`src/rtl/fetch_pc_ctrl.sv`:
```
// fetch_pc_ctrl: fetch-stage sequencer owning the PC and the instruction-memory port.
// Keeps one fetch outstanding at a time and arbitrates CSR and execute redirects
// (csr wins) against sequential fetch. A fetched word is held for decode under stall.
// Data from a fetch that a redirect has made stale is dropped.
// Optional feature: define FETCH_MISALIGN_CHK_EN to trap misaligned jump targets
// into a TRAPWAIT state. When it is undefined, redirect targets are word-aligned.
module fetch_pc_ctrl #(
  parameter logic [31:0] RESET_PC = 32'h0000_8000
) (
  input  logic        clk,
  input  logic        rstn,
  input  logic        stall,
  input  logic        jump_valid,
  input  logic [31:0] jump_addr,
  input  logic        csr_valid,
  input  logic [31:0] csr_pc,
  output logic        imem_req,
  output logic [31:0] imem_addr,
  input  logic        imem_gnt,
  input  logic        imem_rvalid,
  input  logic [31:0] imem_rdata,
  output logic        if_valid,
  output logic [31:0] if_pc,
  output logic [31:0] if_inst,
  output logic [31:0] if_pc_plus4,
  output logic        flush,
  output logic        misalign_valid,
  output logic [31:0] misalign_addr
);

`ifdef FETCH_MISALIGN_CHK_EN
  typedef enum logic [2:0] {StReset, StIssue, StWait, StHold, StTrapWait} state_e;
`else
  typedef enum logic [1:0] {StReset, StIssue, StWait, StHold} state_e;
`endif

  state_e      state_q, state_d;
  logic [31:0] pc_q, pc_d;
  logic        discard_q, discard_d;
  logic [31:0] if_pc_q, if_pc_d;
  logic [31:0] if_inst_q, if_inst_d;

  logic        redir_req;
  logic        accept;
  logic [31:0] target;
  logic        busy;  // a fetch is still outstanding after this cycle

`ifdef FETCH_MISALIGN_CHK_EN
  logic        jump_bad;
  logic        mis_valid_q, mis_valid_d;
  logic [31:0] mis_addr_q, mis_addr_d;
`endif

  // Redirect decode: pick the winning source and decide whether it is accepted.
  always_comb begin
    redir_req = csr_valid | jump_valid;
`ifdef FETCH_MISALIGN_CHK_EN
    target    = csr_valid ? csr_pc : jump_addr;
    jump_bad  = !csr_valid && jump_valid && (jump_addr[1:0] != 2'b00);
    // While trapped only the CSR unit may steer fetch.
    if (state_q == StTrapWait) begin
      redir_req = csr_valid;
    end
`else
    target    = (csr_valid ? csr_pc : jump_addr) & 32'hFFFF_FFFC;
`endif
    accept = (state_q != StReset) && redir_req;
  end

  // Next-state and output decode.
  always_comb begin
    state_d   = state_q;
    pc_d      = pc_q;
    discard_d = discard_q;
    if_pc_d   = if_pc_q;
    if_inst_d = if_inst_q;
    imem_req  = 1'b0;
    if_valid  = 1'b0;
    flush     = 1'b0;
    busy      = 1'b0;
`ifdef FETCH_MISALIGN_CHK_EN
    mis_valid_d = 1'b0;
    mis_addr_d  = mis_addr_q;
`endif

    unique case (state_q)
      StReset: begin
        state_d = StIssue;
      end
      StIssue: begin
        imem_req = 1'b1;
        busy     = imem_gnt;
        if (!accept && imem_gnt) begin
          state_d = StWait;
        end
      end
      StWait: begin
        busy = !imem_rvalid;
        if (!accept && imem_rvalid) begin
          if (discard_q) begin
            discard_d = 1'b0;
            state_d   = StIssue;
          end else begin
            if_pc_d   = pc_q;
            if_inst_d = imem_rdata;
            state_d   = StHold;
          end
        end
      end
      StHold: begin
        if_valid = 1'b1;
        if (!accept && !stall) begin
          pc_d    = pc_q + 32'd4;
          state_d = StIssue;
        end
      end
`ifdef FETCH_MISALIGN_CHK_EN
      StTrapWait: begin
        // Drain whatever fetch was in flight when the trap was taken.
        busy = discard_q && !imem_rvalid;
        if (imem_rvalid) begin
          discard_d = 1'b0;
        end
      end
`endif
      default: begin
        state_d = StReset;
      end
    endcase

    // An accepted redirect overrides the per-state decisions; a fetch still in
    // flight must be drained through WAIT before the new target is requested.
    if (accept) begin
      flush     = 1'b1;
      discard_d = busy;
      pc_d      = target;
      state_d   = busy ? StWait : StIssue;
`ifdef FETCH_MISALIGN_CHK_EN
      if (jump_bad) begin
        pc_d        = pc_q;
        state_d     = StTrapWait;
        mis_valid_d = 1'b1;
        mis_addr_d  = jump_addr;
      end
`endif
    end
  end

  // State registers with synchronous active-low reset.
  always_ff @(posedge clk) begin
    if (!rstn) begin
      state_q   <= StReset;
      pc_q      <= RESET_PC;
      discard_q <= 1'b0;
      if_pc_q   <= 32'd0;
      if_inst_q <= 32'd0;
    end else begin
      state_q   <= state_d;
      pc_q      <= pc_d;
      discard_q <= discard_d;
      if_pc_q   <= if_pc_d;
      if_inst_q <= if_inst_d;
    end
  end

`ifdef FETCH_MISALIGN_CHK_EN
  // Misalignment report registers; valid is a one-cycle pulse.
  always_ff @(posedge clk) begin
    if (!rstn) begin
      mis_valid_q <= 1'b0;
      mis_addr_q  <= 32'd0;
    end else begin
      mis_valid_q <= mis_valid_d;
      mis_addr_q  <= mis_addr_d;
    end
  end

  assign misalign_valid = mis_valid_q;
  assign misalign_addr  = mis_addr_q;
`else
  assign misalign_valid = 1'b0;
  assign misalign_addr  = 32'd0;
`endif

  assign imem_addr   = pc_q;
  assign if_pc       = if_pc_q;
  assign if_inst     = if_inst_q;
  assign if_pc_plus4 = if_pc_q + 32'd4;

endmodule

```
`config.mk`:
```
export PLATFORM = sky130hd
export DESIGN_NAME = fetch_pc_ctrl
export DESIGN_NICKNAME = d
export VERILOG_FILES = /design/src/rtl/fetch_pc_ctrl.sv
export SDC_FILE = /design/constraint.sdc
export NUM_CORES = 1
export LEC_CHECK = 0
export BUFFER_PORTS_ARGS = -buffer_cell sky130_fd_sc_hd__buf_2
export CAP_MARGIN = 20
export CORE_MARGIN = 1.5
export CORE_UTILIZATION = 35
export CTS_CLUSTER_SIZE = 14
export DETAILED_ROUTE_END_ITERATION = 8
export PLACE_DENSITY = 0.71
export RECOVER_POWER = 100
export REMOVE_ABC_BUFFERS = 1
export SLEW_MARGIN = 20
export SYNTH_ARGS = -nofsm -noshare
export SYNTH_HDL_FRONTEND = slang
export SYNTH_SLANG_ARGS = --single-unit
```
`constraint.sdc`:
```
create_clock -name clk -period 2.8 [get_ports clk]
set_input_delay 0.42 -clock clk [delete_from_list [all_inputs] [get_ports clk]]
set_output_delay 0.42 -clock clk [all_outputs]
set_load 0.005 [all_outputs]
```
Word-level counts from Yosys, hierarchy flattened
Index checks and enable logic that the tools add are counted.
Operators by class
  add/sub/neg operators: 2
  equal/unequal tests: 6
  muxes and demuxes: 18
  bitwise operators: 3
  reductions and logical operators: 19
Operators by type and width (number)
  32-bit two-way mux: 4
  32-bit by 3-bit adder with 32-bit output (second input constant): 2
  2-bit two-way mux: 6
  2-bit nonzero test: 5
  3-bit != test (second input constant): 3
  2-bit case mux with 4 select lines: 1
  1-bit two-way mux: 6
  2-bit AND reduction: 3
  3-bit AND reduction: 2
  2-bit == test (second input constant): 2
  1-bit logical AND: 4
  1-bit zero test: 3
  2-bit by 1-bit == test with 1-bit output (second input constant): 1
  2-bit zero test: 1
  1-bit NOT: 2
  1-bit case mux with 2 select lines: 1
  2-bit OR reduction: 1
  1-bit bitwise OR: 1
Word-level totals
  bits in registers: 99
  bits of input ports: 103
  output and inout port bits: 164
  word-level logic and storage cells: 54

Logic depth before layout (Yosys ltp)
Gate-level depths: netlist of run 1.
  word-level depth: 7
  mapped depth: 9
  mapped depth without buffers: 7

Worst setup path before layout of run 1
OpenSTA, ideal clock, no wires.
  kind: register to output
  start: reg if_pc_q[7], in the netlist if_pc[7]
  end: out if_pc_plus4[31]
  arrival time: 1.845 ns
  required time: 2.380 ns
  slack: 0.535 ns
  stages on the path, launching flop included: 6
  buffers on the path: 1
  path through: dfxtp_1 -> and4_1 -> or3b_2 -> clkbuf_1 -> nor4_1 -> xor2_1
Between the ends
  word-level cells in the longest chain between the ends: 1
Ends and longest elaborated chain
  start: declaration: line 40  | logic [31:0] if_pc_q, if_pc_d;
  start signal: assignment: line 161  | if_pc_q <= if_pc_d;
  32-bit by 3-bit adder with 32-bit output: line 188  | assign if_pc_plus4 = if_pc_q + 32'd4;
  end: declaration: line 25  | output logic [31:0] if_pc_plus4,
No other way between the ends.

Worst setup path after layout of run 1
Same ends and word-level chain as after synthesis.

==> results.sh, run 1 <==
export IMPL_yosysSeqAreaShare_pct=34.20
export IMPL_tritoncts="yes"
export IMPL_nNetsFinal=1014
export IMPL_vdd_drop_max_mv=0.4073
export IMPL_multi_input_area_um2=3298
export IMPL_synth_top_cell_area_share_pct=34.20
export IMPL_ant_nets=0
export IMPL_p_per_area_nw_per_um2=669.1
export IMPL_die_y_um=129.1
export IMPL_io_buffers=223
export IMPL_synth_fa_ha_area_share_pct=1.575
export IMPL_ios=267
export IMPL_worstSetupPathType="reg -> out"
export IMPL_wire_per_inst_um=14.74
export IMPL_finalCriticalPeriod_ps=2659
export IMPL_synth_top_family_by_area="simple AND/OR/NAND/NOR gates"
export IMPL_clock_latency_ps=350
export IMPL_crit_path_start_kind="flop"
export IMPL_root_buffer="clkbuf_16"
export IMPL_clock_sinks=95
export IMPL_clockBufferDepth=2
export IMPL_timing_final_crit_share_pct=94.96
export IMPL_max_freq_mhz=376.1
export IMPL_synth_compound_area_share_pct=17.03
export IMPL_antenna_found_initial=0
export IMPL_syn_area_um2=5562
export IMPL_endpoint_kind="primary output"
export IMPL_dr_first_iter_drc_count=263
export IMPL_cts_htree_levels=3
export IMPL_n_fill_cell=1608
export IMPL_synthFlopType="dfxtp_1"
export IMPL_status="finished clean"
export IMPL_n_antenna_cell=0
export IMPL_synthCells=700
export IMPL_worstPathMaxFanout=10
export IMPL_finalSetupTns_ps=0
export IMPL_first_pass_iters=4
export IMPL_synth_xor_area_share_pct=6.299
export IMPL_rsz0062_at_grt="false"
export IMPL_cp_required_ps=2380
export IMPL_yosysMostFrequentCell="nand2_1"
export IMPL_hold_path_depth=3
export IMPL_wl_met1_um=7533
export IMPL_ys_warn_count=0
export IMPL_p_leak_uw=0.002789
export IMPL_max_slew_margin_rel_pct=36.71
export IMPL_grt_pass1_wl_um=25300
export IMPL_dieArea_um2=16660
export IMPL_top_layer_used="met4"
export IMPL_initial_core_util_pct=36.18
export IMPL_drv_slew=0
export IMPL_yosysTopAreaCell="dfxtp_1"
export IMPL_cap_viol_max_count=0
export IMPL_power_total_uw=4650
export IMPL_rows=45
export IMPL_tightest_slew_ps=949.4
export IMPL_via_count=5419
export IMPL_ys_ff_latch=95
export IMPL_grt_max_degree=63
export IMPL_setup_violations=0
export IMPL_synth_common_cells="nand2_1 (163), dfxtp_1 (95), a21boi_0 (64)"
export IMPL_area_growth_pct=24.95
export IMPL_grt_pass1_vias=4812
export IMPL_reg2reg_depth=9
export IMPL_fin_skew_ps=11.84
export IMPL_ys_types=52
export IMPL_synthMuxAreaShare_pct=5.444
export IMPL_cp_data_arrival_time_ps=2240
export IMPL_wl_met3_um=1042
export IMPL_regArea_um2=1902
export IMPL_hold_viol=0
export IMPL_ys_async_sr_fraction_pct=0
export IMPL_syn_avg_cell_area_um2=7.945
export IMPL_coreArea_um2=15370
export IMPL_drt_wl_total_um=16480
export IMPL_gp_congestion=0.7835
export IMPL_drc=0
export IMPL_grt_usage_pct=19.45
export IMPL_final_layout_size_suffix_gt1_share_pct=22.27
export IMPL_dpl_hpwl_um=12060
export IMPL_numCtsBuffers=9
export IMPL_via_per_inst=4.847
export IMPL_synth_edf_count=0
export IMPL_dr_wl_met2_um=7666
export IMPL_clk_pin_slew_worst_paths_ps=70
export IMPL_overflow=0
export IMPL_die_w_um=129.1
export IMPL_synth_area_top_cells="dfxtp_1 (34%), nand2_1 (11%), a21boi_0 (8.6%), buf_4 (5.3%), mux2_2 (3.6%)"
export IMPL_hold_buffers=0
export IMPL_hold_class="in -> reg"
export IMPL_yosys_area_share_simple_pct=26.03
[worst paths after layout]
kind	start	to	slack [ps]
setup / recovery	if_pc[7]	if_pc_plus4[31]	140
hold / removal	imem_rdata[13]	if_inst[13]	310
setup reg to reg	state_q[1]	if_pc[31]	320
hold reg to reg	if_inst[8]	if_inst[8]	460
[through the flow]
| step | hold slack, ps | utilization [%] | cell area, um^2 | cells | setup slack, ps |
|---|---|---|---|---|---|
| finish | 313.4 | 45.21 | 6949 | 1118 | 141.1 |
| floorplan | 459.9 | - | 5240 | 654 | -2534 |
| global placement | 447.0 | 44.00 | 6764 | 1103 | 329.9 |
| detailed placement | 453.7 | 44.00 | 6764 | 1103 | 338.8 |
| global route | 318.1 | 45.21 | 6949 | 1118 | 13.64 |
| CTS | 298.6 | 45.95 | 7063 | 1117 | 5.706 |
[cell usage in the layout (no fill, tap or decap), drive strengths merged, types with 3 or more instances in the layout]
cell type and instances:
nand2 163, buf 158, dfxtp 95, clkbuf 92, a21boi 64, conb 39
nand3 24, xnor2 22, o21ai 22, nor3 19, xor2 18, mux2 18
inv 14, a21oi 14, and4 14, nand4 12, or4 11, mux2i 10
a31oi 9, nor4 9, nor2 8, o31ai 8, ha 7, and3 5
nand3b 5, nand2b 4, o211a 4, and2 4, nand4b 3, nor3b 3
o311a 3, or3 3, clkinv 3
[cell type report]
class                   instances  share of cell area, %
repair buffers                239                  16.29
well taps                     211                  3.799
multi-input cells             544                  47.46
inverters                      15                 0.8102
clock inverters                 3                 0.6302
flip-flops and latches         95                  27.37
clock buffers                  11                  3.637
[sequential cells by signal, indices dropped and copies added, names as in the netlist]
| register | count |
|---|---|
| state_q | 2 |
| if_pc | 30 |
| imem_addr | 30 |
| discard_q | 1 |
| if_inst | 32 |
[per-layer routing]
| metal | vias to the layer above | global-route usage, % |
|---|---|---|
| met2 | 180 | 32.09 |
| met3 | 14 | 4.335 |
| met4 | 0 | 6.609 |
| met1 | 2458 | 25.20 |
| met5 | - | 0 |
| li1 | 2767 | - |
[critical path: stages (launching register included)]
cell and delay [ps]:
dfxtp_1 430, and4_2 310, or3b_4 480, nor4_1 360, xor2_1 170, buf_2 130
[power breakdown]
group | leakage, uW | total, uW | switching (uW) | internal [uW]
clock | 0.000147 | 1260 | 526 | 732
sequential | 0.000773 | 2000 | 392 | 1610
combinational | 0.00187 | 1390 | 789 | 605
[logic make-up after synthesis]
family,count (synthesis)
adders and majority gates,7
and+or+nand+nor,294
DFF,95
AOI/OAI and AO/OA,136
buffers and inverters,99
other,1
xor gates and xnor gates,40
muxes,28
[timing repair]
item,in CTS,in global routing
setup buffers,0,1
setup endpoints to repair,2,4
pin swaps,0,1
hold endpoints to repair,0,0
resized for setup,1,3
Power figures use the tool's default switching activity.
==> inputs of run 2 (changes only) <==
Settings changed: BUFFER_PORTS_ARGS -buffer_cell sky130_fd_sc_hd__buf_2 to -buffer_cell sky130_fd_sc_hd__clkbuf_2.
==> results.sh, run 2 (same netlist as run 1, synthesis figures left out) <==
export IMPL_drt_wl_total_um=16290
export IMPL_crit_chain="and4_1, or3b_4, nor4_1, xor2_1, clkbuf_2"
export IMPL_overflow=0
export IMPL_final_common_cell="clkbuf_2"
export IMPL_drv_slew=0
export IMPL_timing_final_crit_share_pct=94.90
export IMPL_tightest_slew_ps=693.0
export IMPL_numCtsBuffers=9
export IMPL_grt_max_degree=63
export IMPL_critPathLaunch="if_pc[8]"
export IMPL_die_w_um=129.1
export IMPL_grt_pass1_wl_um=25270
export IMPL_fin_area_um2=7043
export IMPL_clockBufferDepth=2
export IMPL_rows=45
export IMPL_gp_congestion=0.7914
export IMPL_rsz0062_at_grt="true"
export IMPL_cts_setup_buffers=0
export IMPL_timing_rr_end="if_inst[6]"
export IMPL_dp_cells=1108
export IMPL_nNetsFinal=1018
export IMPL_via_count=5503
export IMPL_vdd_drop_max_mv=0.4189
export IMPL_hold_buffers=0
export IMPL_initial_core_util_pct=36.18
export IMPL_area_growth_pct=26.64
export IMPL_die_y_um=129.1
export IMPL_r2r_start="state_q[0]"
export IMPL_clock_latency_ps=350
export IMPL_grt_pass1_vias=4927
export IMPL_crit_path_start_kind="flop"
export IMPL_finalCriticalPeriod_ps=2657
export IMPL_regToRegSetupSlack_ps=490
export IMPL_wire_per_inst_um=14.49
export IMPL_endpoint="if_pc_plus4[31]"
export IMPL_coreArea_um2=15370
export IMPL_ant_nets=0
export IMPL_hold_viol=0
export IMPL_max_freq_mhz=376.4
export IMPL_status="finished clean"
export IMPL_dr_first_iter_drc_count=289
export IMPL_cp_data_arrival_time_ps=2240
export IMPL_ios=267
export IMPL_endpoint_kind="primary output"
export IMPL_setup_violations=0
export IMPL_hold_class="in -> reg"
export IMPL_first_pass_iters=4
export IMPL_drc=0
export IMPL_max_slew_margin_rel_pct=53.80
export IMPL_p_per_area_nw_per_um2=672.1
export IMPL_fin_cells=1124
export IMPL_final_cell_mix="clkbuf_2 (177), nand2_1 (163), dfxtp_1 (95), a21boi_0 (64), clkbuf_1 (51)"
export IMPL_dpl_hpwl_um=12270
export IMPL_fin_skew_ps=8.512
export IMPL_io_buffers=223
export IMPL_finalSetupTns_ps=0
export IMPL_clk_pin_slew_worst_paths_ps=70
export IMPL_slowest_delay_ps=500
export IMPL_antenna_found_initial=0
export IMPL_dieArea_um2=16660
export IMPL_cts_htree_levels=3
export IMPL_place_area_um2=6802
export IMPL_final_layout_size_suffix_gt1_share_pct=25.74
export IMPL_cap_viol_max_count=0
export IMPL_grt_usage_pct=19.42
export IMPL_root_buffer="clkbuf_16"
export IMPL_worstSetupPathType="reg -> out"
export IMPL_via_per_inst=4.896
export IMPL_p_leak_uw=0.002893
export IMPL_cp_required_ps=2380
export IMPL_worstPathMaxFanout=10
export IMPL_slowest_stage="or3b_4"
export IMPL_reg2reg_depth=8
export IMPL_largest_reg_flops=32
export IMPL_n_antenna_cell=0
export IMPL_tritoncts="yes"
export IMPL_clock_sinks=95
run 2: cell count changes in the layout (fill, tap and decap cells not counted), sizes merged:
cell	previous run	this run
inv	14	15
clkbuf	92	240
buf	158	15
clkinvlp	0	1
clkinv	3	2
run 2: final cells by class:
cell class	count	area, um^2
Clock buffer	12	266.5
Clock inverter	4	51.30
Fill cell	1579	8328
Inverter	15	56.30
Multi-Input combinational cell	544	3314
Sequential cell	95	1902
Tap cell	211	264.0
Timing Repair Buffer	243	1189
run 2: per-layer routing:
layer	routed length, um	up-vias	GRT usage (%)
li1	-	2778	-
met1	7364	2503	25.44
met2	7549	212	31.80
met3	1227	10	4.088
met4	146	0	6.675
met5	0	-	0
run 2: what timing repair did:
action,in CTS,in global routing
endpoints found under the setup margin,2,2
gates resized for setup,1,2
pin swaps,0,1
run 2: worst min-delay path by stage:
stage / from / end / slack [ps] / cells after the start
2_1_floorplan: if_inst[0] / if_inst[0] / 460 / 2
3_3_place_gp: if_inst[25] / if_inst[25] / 450 / 2
3_5_place_dp: if_inst[14] / if_inst[14] / 460 / 2
4_1_cts: imem_rdata[28] / if_inst[28] / 290 / 3
5_1_grt: imem_rdata[3] / if_inst[3] / 310 / 3
6_report: imem_rdata[4] / if_inst[4] / 300 / 3
run 2: through the flow:
| step | total power, uW | util (%) | setup slack [ps] | hold WS, ps |
|---|---|---|---|---|
| after CTS | 4836 | 46.33 | 87.81 | 285.1 |
| after floorplan | 2729 | - | -2534 | 459.9 |
| after global routing | 5075 | 45.82 | -10.32 | 308.5 |
| after global placement | 3493 | 44.25 | 339.7 | 451.1 |
| after detailed placement | 3515 | 44.25 | 323.2 | 457.2 |
| final | 4734 | 45.82 | 142.9 | 300.3 |
run 2: critical path: cells and delay by family (launching register included):
kind	cells	cell delay, ps
xor+xnor	1	170
simple gates	3	1170
buf+inv	1	130
flops	1	420
run 2: power breakdown:
| group | leakage [uW] | switching, uW | internal (uW) |
|---|---|---|---|
| sequential | 0.000773 | 364 | 1610 |
| clock | 0.000155 | 538 | 768 |
| combinational | 0.00196 | 824 | 634 |
==> inputs of run 3 (changes only) <==
Settings changed: SLEW_MARGIN 20 to 25.
Clock period 2.8 ns to 2.52 ns, I/O delays scaled along.
==> results.sh, run 3 (same netlist as run 1, synthesis figures left out) <==
export IMPL_cts_htree_levels=3
export IMPL_seqPwrFrac_pct=41.3
export IMPL_comb_power_share_pct=32.6
export IMPL_p_leak_uw=0.003120
export IMPL_hold_viol=0
export IMPL_final_layout_size_suffix_gt1_share_pct=32.08
export IMPL_n_fill_cell=1585
export IMPL_hold_buffers=0
export IMPL_setup_violations=0
export IMPL_critPathLaunch="if_pc[3]"
export IMPL_rows=45
export IMPL_endpoint_kind="primary output"
export IMPL_slowest_delay_ps=480
export IMPL_fin_area_um2=7271
export IMPL_area_growth_pct=30.73
export IMPL_vdd_drop_max_mv=0.4795
export IMPL_die_y_um=129.1
export IMPL_dpl_hpwl_um=12530
export IMPL_clk_pin_slew_worst_paths_ps=60
export IMPL_switchingPower_uw=1916
export IMPL_finalCriticalPeriod_ps=2415
export IMPL_grt_max_degree=63
export IMPL_n_antenna_cell=0
export IMPL_largest_reg_flops=32
export IMPL_path_delay_family="simple AND/OR/NAND/NOR gates"
export IMPL_nNetsFinal=1035
export IMPL_die_w_um=129.1
export IMPL_clock_sinks=95
export IMPL_status="finished clean"
export IMPL_via_count=5534
export IMPL_wire_per_inst_um=14.75
export IMPL_final_common_cell="clkbuf_2"
export IMPL_worst_slack_ps=105.3
export IMPL_initial_core_util_pct=36.18
export IMPL_hp_start="imem_rdata[9]"
export IMPL_tritoncts="yes"
export IMPL_timing_rr_end="if_inst[23]"
export IMPL_r2r_start="state_q[0]"
export IMPL_drv_slew=0
export IMPL_rsz0062_at_grt="true"
export IMPL_hold_path_depth=3
export IMPL_p_per_area_nw_per_um2=725.6
export IMPL_dr_first_iter_drc_count=240
export IMPL_worstPathMaxFanout=5
export IMPL_io_buffers=223
export IMPL_ios=267
export IMPL_hold_class="in -> reg"
export IMPL_worstHoldEndpoint="if_inst[9]"
export IMPL_dp_slack_ps=130.8
export IMPL_max_freq_mhz=414.1
export IMPL_finalSetupTns_ps=0
export IMPL_coreArea_um2=15370
export IMPL_grt_pass1_wl_um=25740
export IMPL_swShare_pct=36.32
export IMPL_worstSetupPathType="reg -> out"
export IMPL_reg2reg_depth=8
export IMPL_clock_latency_ps=350
export IMPL_place_area_um2=6907
export IMPL_ant_nets=0
export IMPL_grt_pass1_vias=4914
export IMPL_multi_input_area_um2=3369
export IMPL_final_cell_mix="clkbuf_2 (206), nand2_1 (162), dfxtp_1 (93), a21boi_0 (64), conb_1 (39)"
export IMPL_slowest_stage="or3b_4"
export IMPL_regToRegSetupSlack_ps=240
export IMPL_antenna_found_initial=0
export IMPL_path_buf_inv=1
export IMPL_p_int_uw=3360
export IMPL_drc=0
export IMPL_power_total_uw=5275
export IMPL_via_per_inst=4.854
export IMPL_cap_viol_max_count=0
export IMPL_fin_skew_ps=8.897
export IMPL_tightest_slew_ps=661.7
export IMPL_regArea_um2=1904
export IMPL_dieArea_um2=16660
export IMPL_cp_data_arrival_time_ps=2040
export IMPL_gp_congestion=0.8136
export IMPL_first_pass_iters=4
export IMPL_p_clk_share_pct=26.1
export IMPL_max_slew_margin_rel_pct=55.88
export IMPL_drt_wl_total_um=16810
export IMPL_clockBufferDepth=2
export IMPL_crit_chain="nand2_1, or3b_4, nor4_2, xor2_1, clkbuf_2"
export IMPL_root_buffer="clkbuf_16"
export IMPL_grt_usage_pct=19.78
export IMPL_timing_final_crit_share_pct=95.82
export IMPL_numCtsBuffers=9
export IMPL_overflow=0
export IMPL_crit_path_start_kind="flop"
export IMPL_cp_required_ps=2140
## run 3: changes by cell type in the layout (fill, tap and decap cells not counted), moves of 3 or more
cell      previous run  this run
buf_1                3         0
buf_4               10        34
clkbuf_2           177       206
clkbuf_1            51        18
## run 3: final cells by class
cell class / instances / share of cell area (%)
inverters: 15 / 0.8260
flip-flops and latches: 95 / 26.19
clock inverters: 3 / 0.6023
multi-input cells: 545 / 46.34
well taps: 211 / 3.631
repair buffers: 259 / 19.02
clock buffers: 12 / 3.390
## run 3: worst register-to-register path: cells and delay by family, from the launching register on
kind / cells / cell delay (ps)
simple gates: 2 / 710
flops: 1 / 340
fa+ha+maj: 1 / 190
buf+inv: 3 / 600
compound gates: 2 / 320
## run 3: per-stage QoR
step	std cells	hold slack, ps	utilization, %
2_1_floorplan	654	459.9	-
3_3_place_gp	1122	450.6	44.93
3_5_place_dp	1122	456.3	44.93
4_1_cts	1138	243.5	47.01
5_1_grt	1140	263.4	47.30
6_report	1140	253.4	47.30
## run 3: what timing repair did
action,4_1_cts,5_1_grt
buffers inserted,1,1
gates cloned,0,1
pin swaps,1,2
setup endpoints to repair,14,49
gates resized for setup,5,13
## run 3: layer usage
metal,global-route usage [%],wire (um),vias up,share of wire [%]
li1,-,-,2810,-
met1,25.52,7630,2526,45
met2,33.00,7927,178,47
met3,3.881,982,20,5.8
met4,7.006,273,0,1.6
met5,0,0,-,0
## run 3: power by group through the flow
| stage | Sequential [uW] | Combinational [uW] | Clock (uW) |
|---|---|---|---|
| final | 2180 | 1720 | 1380 |
| after CTS | 2170 | 1730 | 1410 |
| after detailed placement | 2210 | 1720 | 0 |
| after global placement | 2200 | 1710 | 0 |
| after floorplan | 2170 | 864 | 0 |
| after global routing | 2230 | 1930 | 1460 |
## run 3: worst max path at each step
stage,slack [ps],end,cells after the start
after floorplan,-2770,if_inst[0],5
after CTS,-3,if_pc_plus4[28],6
after detailed placement,130,if_inst[23],8
after global routing,-7,if_pc_plus4[31],5
final,110,if_pc_plus4[25],5
after global placement,140,if_pc[15],8
